===== src/rtl/count_monitor_pkg.sv =====
// Shared types, constants and the next-value prediction used by the count monitor.
package count_monitor_pkg;

  localparam int unsigned ERR_CNT_W = 8;
  localparam int unsigned PRED_W    = 32;

  typedef enum logic [1:0] {
    IDLE    = 2'd0,
    ACQUIRE = 2'd1,
    LOCKED  = 2'd2,
    FAULT   = 2'd3
  } mon_state_e;

  // Computed on a wide word; callers truncate to the counter width, which keeps the result modulo 2^WIDTH.
  function automatic logic [PRED_W-1:0] predict_next(input logic [PRED_W-1:0] q,
                                                     input logic mode,
                                                     input logic rst);
    if (rst) begin
      return '0;
    end else if (mode) begin
      return q - PRED_W'(1);
    end else begin
      return q + PRED_W'(1);
    end
  endfunction

endpackage


===== src/rtl/count_monitor_if.sv =====
// Observed counter signals, monitor controls and monitor status bundled as one port.
interface count_monitor_if #(
  parameter int unsigned WIDTH  = 8,
  parameter int unsigned WRAP_W = 16
);
  import count_monitor_pkg::*;

  logic [WIDTH-1:0]     cnt_q;
  logic                 cnt_mode;
  logic                 cnt_rst;
  logic                 mon_en;
  logic                 err_clr;
  logic [WIDTH-1:0]     threshold;
  logic                 locked;
  logic                 err;
  logic [ERR_CNT_W-1:0] err_cnt;
  logic                 wrap_up;
  logic                 wrap_dn;
  logic [WRAP_W-1:0]    wrap_cnt;
  logic                 thr_hit;
  logic [1:0]           state;

  modport master (
    output cnt_q, cnt_mode, cnt_rst, mon_en, err_clr, threshold,
    input  locked, err, err_cnt, wrap_up, wrap_dn, wrap_cnt, thr_hit, state
  );

  modport slave (
    input  cnt_q, cnt_mode, cnt_rst, mon_en, err_clr, threshold,
    output locked, err, err_cnt, wrap_up, wrap_dn, wrap_cnt, thr_hit, state
  );

endinterface


===== src/rtl/count_step_checker.sv =====
// Combinational step check: compares the new counter value with the prediction and flags events.
module count_step_checker
  import count_monitor_pkg::*;
#(
  parameter int unsigned WIDTH = 8
) (
  input  logic [WIDTH-1:0] prev_q,
  input  logic             prev_mode,
  input  logic             prev_rst,
  input  logic [WIDTH-1:0] cnt_q,
  input  logic [WIDTH-1:0] threshold,
  output logic             match,
  output logic             wrap_up_det,
  output logic             wrap_dn_det,
  output logic             thr_det
);

  localparam logic [WIDTH-1:0] Q_MAX = '1;

  logic [WIDTH-1:0] exp_q;

  // Counter-reset steps never raise events, so every detector is gated by prev_rst.
  always_comb begin
    exp_q       = WIDTH'(predict_next(PRED_W'(prev_q), prev_mode, prev_rst));
    match       = (cnt_q == exp_q);
    wrap_up_det = !prev_rst && !prev_mode && (prev_q == Q_MAX) && (cnt_q == '0);
    wrap_dn_det = !prev_rst &&  prev_mode && (prev_q == '0)   && (cnt_q == Q_MAX);
    thr_det     = !prev_rst && (cnt_q == threshold) && (prev_q != threshold);
  end

endmodule


===== src/rtl/count_monitor.sv =====
// Up/down counter observer: locks onto a consistent count, flags step faults, reports wraps and threshold arrivals.
module count_monitor
  import count_monitor_pkg::*;
#(
  parameter int unsigned WIDTH  = 8,
  parameter int unsigned WRAP_W = 16,
  parameter int unsigned LOCK_N = 4
) (
  input logic            clk,
  input logic            reset,
  count_monitor_if.slave bus
);

  localparam int unsigned      MCNT_W   = $clog2(LOCK_N + 1);
  localparam logic [MCNT_W-1:0] LOCK_MAX = MCNT_W'(LOCK_N);

  mon_state_e           state_q, state_d;
  logic [MCNT_W-1:0]    match_cnt_q, match_cnt_d;
  logic [WIDTH-1:0]     prev_q;
  logic                 prev_mode;
  logic                 prev_rst;
  logic                 err_q, err_d;
  logic [ERR_CNT_W-1:0] err_cnt_q, err_cnt_d;
  logic [WRAP_W-1:0]    wrap_cnt_q, wrap_cnt_d;
  logic                 wrap_up_q, wrap_up_d;
  logic                 wrap_dn_q, wrap_dn_d;
  logic                 thr_hit_q, thr_hit_d;
  logic                 locked_q;
  logic                 take_events;
  logic                 match, wrap_up_det, wrap_dn_det, thr_det;

  count_step_checker #(.WIDTH(WIDTH)) u_checker (
    .prev_q      (prev_q),
    .prev_mode   (prev_mode),
    .prev_rst    (prev_rst),
    .cnt_q       (bus.cnt_q),
    .threshold   (bus.threshold),
    .match       (match),
    .wrap_up_det (wrap_up_det),
    .wrap_dn_det (wrap_dn_det),
    .thr_det     (thr_det)
  );

  // Next-state and next-output logic; err_clr and a dropped enable override any step result.
  always_comb begin
    state_d     = state_q;
    match_cnt_d = match_cnt_q;
    err_d       = err_q;
    err_cnt_d   = err_cnt_q;
    wrap_cnt_d  = wrap_cnt_q;
    wrap_up_d   = 1'b0;
    wrap_dn_d   = 1'b0;
    thr_hit_d   = 1'b0;
    take_events = 1'b0;

    if (bus.err_clr || !bus.mon_en) begin
      state_d = IDLE;
      if (bus.err_clr) err_d = 1'b0;
    end else begin
      unique case (state_q)
        IDLE: begin
          state_d     = ACQUIRE;
          match_cnt_d = '0;
        end
        ACQUIRE: begin
          if (match) begin
            take_events = 1'b1;
            match_cnt_d = match_cnt_q + MCNT_W'(1);
            if (match_cnt_d == LOCK_MAX) state_d = LOCKED;
          end else begin
            match_cnt_d = '0;
          end
        end
        LOCKED: begin
          if (match) begin
            take_events = 1'b1;
          end else begin
            state_d = FAULT;
            err_d   = 1'b1;
            if (err_cnt_q != '1) err_cnt_d = err_cnt_q + ERR_CNT_W'(1);
          end
        end
        FAULT: begin
          state_d = FAULT;
        end
        default: begin
          state_d = IDLE;
        end
      endcase
    end

    if (take_events) begin
      wrap_up_d = wrap_up_det;
      wrap_dn_d = wrap_dn_det;
      thr_hit_d = thr_det;
      if ((wrap_up_det || wrap_dn_det) && (wrap_cnt_q != '1)) begin
        wrap_cnt_d = wrap_cnt_q + WRAP_W'(1);
      end
    end
  end

  always_ff @(posedge clk) begin
    if (reset) begin
      state_q     <= IDLE;
      match_cnt_q <= '0;
      prev_q      <= '0;
      prev_mode   <= 1'b0;
      prev_rst    <= 1'b0;
      err_q       <= 1'b0;
      err_cnt_q   <= '0;
      wrap_cnt_q  <= '0;
      wrap_up_q   <= 1'b0;
      wrap_dn_q   <= 1'b0;
      thr_hit_q   <= 1'b0;
      locked_q    <= 1'b0;
    end else begin
      state_q     <= state_d;
      match_cnt_q <= match_cnt_d;
      err_q       <= err_d;
      err_cnt_q   <= err_cnt_d;
      wrap_cnt_q  <= wrap_cnt_d;
      wrap_up_q   <= wrap_up_d;
      wrap_dn_q   <= wrap_dn_d;
      thr_hit_q   <= thr_hit_d;
      locked_q    <= (state_d == LOCKED);
      if (bus.mon_en) begin
        prev_q    <= bus.cnt_q;
        prev_mode <= bus.cnt_mode;
        prev_rst  <= bus.cnt_rst;
      end
    end
  end

  assign bus.locked   = locked_q;
  assign bus.err      = err_q;
  assign bus.err_cnt  = err_cnt_q;
  assign bus.wrap_up  = wrap_up_q;
  assign bus.wrap_dn  = wrap_dn_q;
  assign bus.wrap_cnt = wrap_cnt_q;
  assign bus.thr_hit  = thr_hit_q;
  assign bus.state    = state_q;

endmodule


===== src/flat_wrapper.sv =====
// flat-port wrapper written by rule: the top's interface ports become plain ports
module count_monitor_flat import count_monitor_pkg::*;
#(
  parameter int unsigned WIDTH  = 8,
  parameter int unsigned WRAP_W = 16,
  parameter int unsigned LOCK_N = 4
)
  (clk, reset, bus_cnt_q, bus_cnt_mode, bus_cnt_rst, bus_mon_en, bus_err_clr, bus_threshold, bus_locked, bus_err, bus_err_cnt, bus_wrap_up, bus_wrap_dn, bus_wrap_cnt, bus_thr_hit, bus_state);
  count_monitor_if #(.WIDTH(WIDTH), .WRAP_W(WRAP_W)) bus_i ();
  input logic clk;
  input logic reset;
  input wire logic [$bits(bus_i.cnt_q)-1:0] bus_cnt_q;
  input wire logic [$bits(bus_i.cnt_mode)-1:0] bus_cnt_mode;
  input wire logic [$bits(bus_i.cnt_rst)-1:0] bus_cnt_rst;
  input wire logic [$bits(bus_i.mon_en)-1:0] bus_mon_en;
  input wire logic [$bits(bus_i.err_clr)-1:0] bus_err_clr;
  input wire logic [$bits(bus_i.threshold)-1:0] bus_threshold;
  output wire logic [$bits(bus_i.locked)-1:0] bus_locked;
  output wire logic [$bits(bus_i.err)-1:0] bus_err;
  output wire logic [$bits(bus_i.err_cnt)-1:0] bus_err_cnt;
  output wire logic [$bits(bus_i.wrap_up)-1:0] bus_wrap_up;
  output wire logic [$bits(bus_i.wrap_dn)-1:0] bus_wrap_dn;
  output wire logic [$bits(bus_i.wrap_cnt)-1:0] bus_wrap_cnt;
  output wire logic [$bits(bus_i.thr_hit)-1:0] bus_thr_hit;
  output wire logic [$bits(bus_i.state)-1:0] bus_state;
  assign bus_i.cnt_q = bus_cnt_q;
  assign bus_i.cnt_mode = bus_cnt_mode;
  assign bus_i.cnt_rst = bus_cnt_rst;
  assign bus_i.mon_en = bus_mon_en;
  assign bus_i.err_clr = bus_err_clr;
  assign bus_i.threshold = bus_threshold;
  assign bus_locked = bus_i.locked;
  assign bus_err = bus_i.err;
  assign bus_err_cnt = bus_i.err_cnt;
  assign bus_wrap_up = bus_i.wrap_up;
  assign bus_wrap_dn = bus_i.wrap_dn;
  assign bus_wrap_cnt = bus_i.wrap_cnt;
  assign bus_thr_hit = bus_i.thr_hit;
  assign bus_state = bus_i.state;
  count_monitor #(.WIDTH(WIDTH), .WRAP_W(WRAP_W), .LOCK_N(LOCK_N)) u_core (.clk(clk), .reset(reset), .bus(bus_i));
endmodule

===== config.mk =====
export PLATFORM = sky130hd
export DESIGN_NAME = count_monitor_flat
export DESIGN_NICKNAME = d
export VERILOG_FILES = /design/src/rtl/count_monitor_pkg.sv /design/src/rtl/count_monitor_if.sv /design/src/rtl/count_step_checker.sv /design/src/rtl/count_monitor.sv /design/src/flat_wrapper.sv
export SDC_FILE = /design/constraint.sdc
export NUM_CORES = 1
export LEC_CHECK = 0
export BUFFER_PORTS_ARGS = -buffer_cell sky130_fd_sc_hd__buf_2
export CORE_MARGIN = 5
export CORE_UTILIZATION = 45
export DETAILED_ROUTE_END_ITERATION = 8
export PLACE_DENSITY = 0.77
export SKIP_LAST_GASP = 1
export SYNTH_ARGS = -nofsm -noshare
export SYNTH_HDL_FRONTEND = slang
export SYNTH_SLANG_ARGS = --single-unit
export TNS_END_PERCENT = 20

===== constraint.sdc =====
create_clock -name clk -period 6 [get_ports clk]
set_clock_uncertainty 0.1 [all_clocks]
set_input_delay 0.9 -clock clk [delete_from_list [all_inputs] [get_ports clk]]
set_output_delay 0.9 -clock clk [all_outputs]
set_load 0.02 [all_outputs]

Word-level counts from Yosys, hierarchy flattened --
Cells that the tools add are included.
Word-level totals: ROM bits 0, word-level logic and storage cells 75, RAM bits 0, memories 0, flip-flop bits (word level) 44, bits of input ports 22, bits in latches 0
Cells by class: reduce and logical (&&, ||, !) cells 25, mux-type cells 16, bitwise logic cells 3, divide/modulo/power cells 0, order comparisons 0, shift operators 0, equal/unequal tests 14, $add $sub $neg 5, multiply operators 0
Operators with widths (count):
- $add 16x1->16 const B | 1
- $add 8x1->8 const B | 2
- $eq 8x8->1 | 2
- $eq 8x8->1 const B | 2
- $logic_not 8->1 | 2
- $mux 8 | 2
- $ne 16x16->1 const B | 1
- $logic_and 1x1->1 | 9
- $mux 2 | 4
- $ne 8x8->1 | 1
- $ne 8x8->1 const B | 1
- $pmux 2 s4 | 1
- $sub 8x1->8 const B | 1
- $mux 1 | 7
- $eq 2x2->1 const B | 3
- $pmux 3 s2 | 1
- $ne 2x2->1 const B | 2
- $reduce_and 2->1 | 2
- $reduce_and 4->1 | 1
- $reduce_bool 2->1 | 2
- $reduce_or 2->1 | 2
- $add 3x1->3 const B | 1
- $eq 3x3->1 const B | 1
- $logic_not 1->1 | 3
- other kinds (6) | 9

Logic depth before layout (Yosys ltp) --
word-level depth 9, mapped depth 12

Modules after synthesis --
Synthesis repeated with hierarchy kept, for this count alone.
Second synthesis, totals: cells, all modules 339, area total of the unflattened synthesis 2879.0 µm²
Modules (own cells, without submodules):
- count_monitor | seq. area each 880.8 µm², area an instance 2070.7 µm², times used 1, cells an instance 229
- count_step_checker | seq. area each 0.0 µm², area an instance 808.3 µm², times used 1, cells an instance 110

Least setup slack after synthesis --
No wires, ideal clock.
path type input port to flip-flop, start point input bus_cnt_q[3], end point register u_core.wrap_cnt_q[3], in the netlist u_core.bus.wrap_cnt[3], library setup time 0.123 ns, path slack 2.308 ns, data arrival time 3.469 ns, data required time 5.777 ns, stages on the path 10, buffers on the path 2, cells stage by stage buf_6 > or4b_1 > or3_1 > or3_4 > o41ai_2 > o211ai_4 > a2111o_1 > buf_6 > nor3_1 > mux2_1
Between the ends: cells in the longest elaborated chain, start to end 5, elaborated cells on any way between the ends 11
RTL lines:
- start, declared | RTL line flat_wrapper.sv:12 | input wire logic [$bits(bus_i.cnt_q)-1:0] bus_cnt_q;
- $eq 8x8->1 (tied with other cells) | RTL line count_step_checker.sv:25 | match = (cnt_q == exp_q);
- $mux 1 (tied with other cells) | RTL line count_monitor.sv:66, count_monitor.sv:75
- $mux 1 / $logic_or 1x1->1 (equally long branches)
- $mux 1 / $logic_and 1x1->1 (equally long branches) | RTL line count_monitor.sv:56, count_monitor.sv:96
- $reduce_and 2->1 (no line) (*)
- end signal, assigned | RTL line count_monitor.sv:121 | wrap_cnt_q <= wrap_cnt_d;
- end, declared | RTL line count_monitor.sv:24 | logic [WRAP_W-1:0] wrap_cnt_q, wrap_cnt_d;
Every way passes the cells marked *; elsewhere a longest branch is shown, timed or not. A chain may end at the register's enable or synchronous reset.

Worst setup path after layout --
start point register u_core.prev_mode, end point register u_core.err_cnt_q[4], in the netlist u_core.bus.err_cnt[4]
Between the ends: cells in the longest elaborated chain, start to end 5
RTL lines:
- start, declared | RTL line count_monitor.sv:20 | logic prev_mode;
- start signal, assigned | RTL line count_monitor.sv:128 | prev_mode <= bus.cnt_mode;
- $mux 8 | RTL line count_monitor_pkg.sv:20 | end else if (mode) begin
- $mux 8 | RTL line count_monitor_pkg.sv:18 | if (rst) begin
- $eq 8x8->1 | RTL line count_step_checker.sv:25
- $not 1->1 (no line)
- $reduce_and 4->1 (no line)
- end signal, assigned | RTL line count_monitor.sv:120 | err_cnt_q <= err_cnt_d;
- end, declared | RTL line count_monitor.sv:23 | logic [ERR_CNT_W-1:0] err_cnt_q, err_cnt_d;
Every way passes these cells.

==> metrics.txt <==
die extent in x 93.2 um; Min Hold Slack 394 ps; Reg power frac 46.4%; Synth Cell Area 3110 um2; placed insts 496; outcome completed; clock sink count 44; Synthesized Nets 418; Hold Path Sink u_core.match_cnt_q[1]; gr ovfl total 0; internal power 475 uW; leading area contributor after synthesis dfxtp_1; vias after detailed routing 3,044; Detailed Route WL 8.04 mm; Post-Route Utilization 52.2%; Pins Over Slew Limit 0; Synth async-reset ratio 0%; Hold Violations, Final 0; post-route cell area 3530 um2; Slew @ Worst Pin 884 ps; CTS Buf Count 5; Port Buf Inserts 52; RSZ-0062 raised after global routing false; reg2reg setup slack 1950 ps; post-route worst setup slack 1950 ps; Lkg Pwr 1.37 nW; FP Rows 30; Cell variety after synth 64; CTS Hold Buffers Added 0; net switching power 183 uW; FF-to-FF Start u_core.prev_mode; drt drc 0; IO Pins 53; total track usage 19.2%; DRT antenna net count 0; slew margin rel. 41.1%; DP Area 3410 um2; Detailed Routing Iterations Pass 1 4; Clock power frac 37.2%; count leader, synth dfxtp_1; Die Footprint 8680 um2; crit path kind flop to flop; Final setup viols 0; clock root cell clkbuf_8; EDFF count, synth 0; core area 6760 um2; Period minus WS final 4050 ps; DR iter-0 viols 264; Comb pwr share 16.3%; crit path capture type flop; CTS-repair resized insts 0; antenna cells 0; number of global-route vias before repair 2,951; post-synthesis cell count 379; synth top area cells dfxtp_1, ha_1, xnor2_1; Yosys reg bits 44; Warnings, synthesis 0; GPL Wtd Cong 0.899; period utilization 67.5%; largest net degree at the start of global routing 48; Synth Area per Inst 8.22 um2; CP arrival 4140 ps; Peak VDD IR 156 uV; critical-path maximum fanout 20; DR WL/cell 16.0 um; CTS tree built; switching share of power 27.8%; final setup TNS 0 ps; clk_lat worst skew 300 ps; Die Y 93.2 um; Primary FF master, synth dfxtp_1; H-tree depth 2; reg2reg end u_core.bus.err_cnt[4]; Pwr Density 186 nW/um2; area grow syn2layout 13.3%; DR vias/cell 6.04; Critical Path Source Type flop; Post-Place Worst Slack 1980 ps; clock-pin slew on the worst setup and hold paths 90 ps; clk buf depth 2; Commonest cells post-synth dfxtp_1, nor2_1, a21oi_1, inv_1, nand2_1; Worst Hold Class flop to flop; initial antenna violation count 0; first-pass GRT wire length 13.8 mm; layout cells sized above 1 17.7%; Final Power 658 uW; Max Cap Viol 0; Setup Buffers After CTS 0; dpl hpwl 5.85 mm; Worst Hold Launch u_core.match_cnt_q[1]; fin cells 504; Hold Path Cell Cnt 2; NumNets Final 462; post-synth top area share 28.3%; register area share after synthesis 28.3%; Initial Util 46.1%; fmax 0.247 GHz; cells on worst reg2reg path 10; critical path required time 6100 ps
## power groups by stage
stage                     logic (mW)  registers, mW  clock network [mW]
after floorplan               0.0789          0.308                   0
after global placement        0.0995          0.312                   0
after detailed placement       0.104          0.312                   0
after CTS                      0.106          0.305               0.250
after global routing           0.121          0.306               0.263
final                          0.107          0.306               0.245
## logic make-up after synthesis
logic type                 share of synthesized area, %
and+or+nand+nor                                    28.1
AOI/OAI and AO/OA                                  18.4
xor gates and xnor gates                           7.31
adders and majority gates                          7.07
muxes                                              5.75
DFF                                                28.3
buffers and inverters                              5.06
## layout by cell type, fill, tap and decap left out, drive strengths merged, types with 8 or more instances in the layout
cell type and instances:
nand4 10, nand3 15, a21oi 26, mux2i 10
nor2 41, xnor2 19, nor3 9, nor2b 14
buf 53, ha 16, o21ai 14, inv 21
dfxtp 44, nor4 8, nand2 21
## worst max path at each step
stage / start / end / slack, ps / cells past startpoint
6_report: u_core.prev_mode / u_core.bus.err_cnt[4] / 1950 / 10
5_1_grt: u_core.prev_mode / u_core.bus.wrap_cnt[5] / 1690 / 9
4_1_cts: u_core.prev_mode / u_core.bus.wrap_cnt[5] / 1990 / 9
3_5_place_dp: bus_cnt_q[2] / u_core.bus.wrap_cnt[5] / 1980 / 9
3_3_place_gp: bus_cnt_q[2] / u_core.bus.wrap_cnt[5] / 2060 / 9
2_1_floorplan: bus_cnt_q[3] / u_core.bus.wrap_cnt[3] / 2310 / 10
## flip-flops by register name, indices dropped and copies added, names as in the netlist, 2 cells and up
register             cells
u_core.bus.wrap_cnt     16
u_core.bus.err_cnt       8
u_core.prev_q            8
u_core.match_cnt_q       3
u_core.bus.state         2
## per-layer routing
metal	track usage [%]	routed length (um)
met1	25.2	3550
met2	31.4	3820
met3	3.62	461
met4	6.96	207
met5	0	0
## layout make-up
cell class | count | area (um2)
Sequential cell | 44 | 881
Fill cell | 659 | 3230
Timing Repair Buffer | 53 | 268
Multi-Input combinational cell | 298 | 2080
Clock buffer | 6 | 82.6
Inverter | 21 | 78.8
Clock inverter | 2 | 38.8
Tap cell | 80 | 100
## worst max-delay path, cell delays in order (launching register included)
cell and delay (ps):
dfxtp_1 610, ha_1 320, a211oi_1 560, o21ai_0 340, or3_1 440, and4bb_2 240, nand2_1 200, a211oi_2 90
buf_4 240, nor4b_1 420, mux2_2 390
Power figures use the tool's default switching activity.
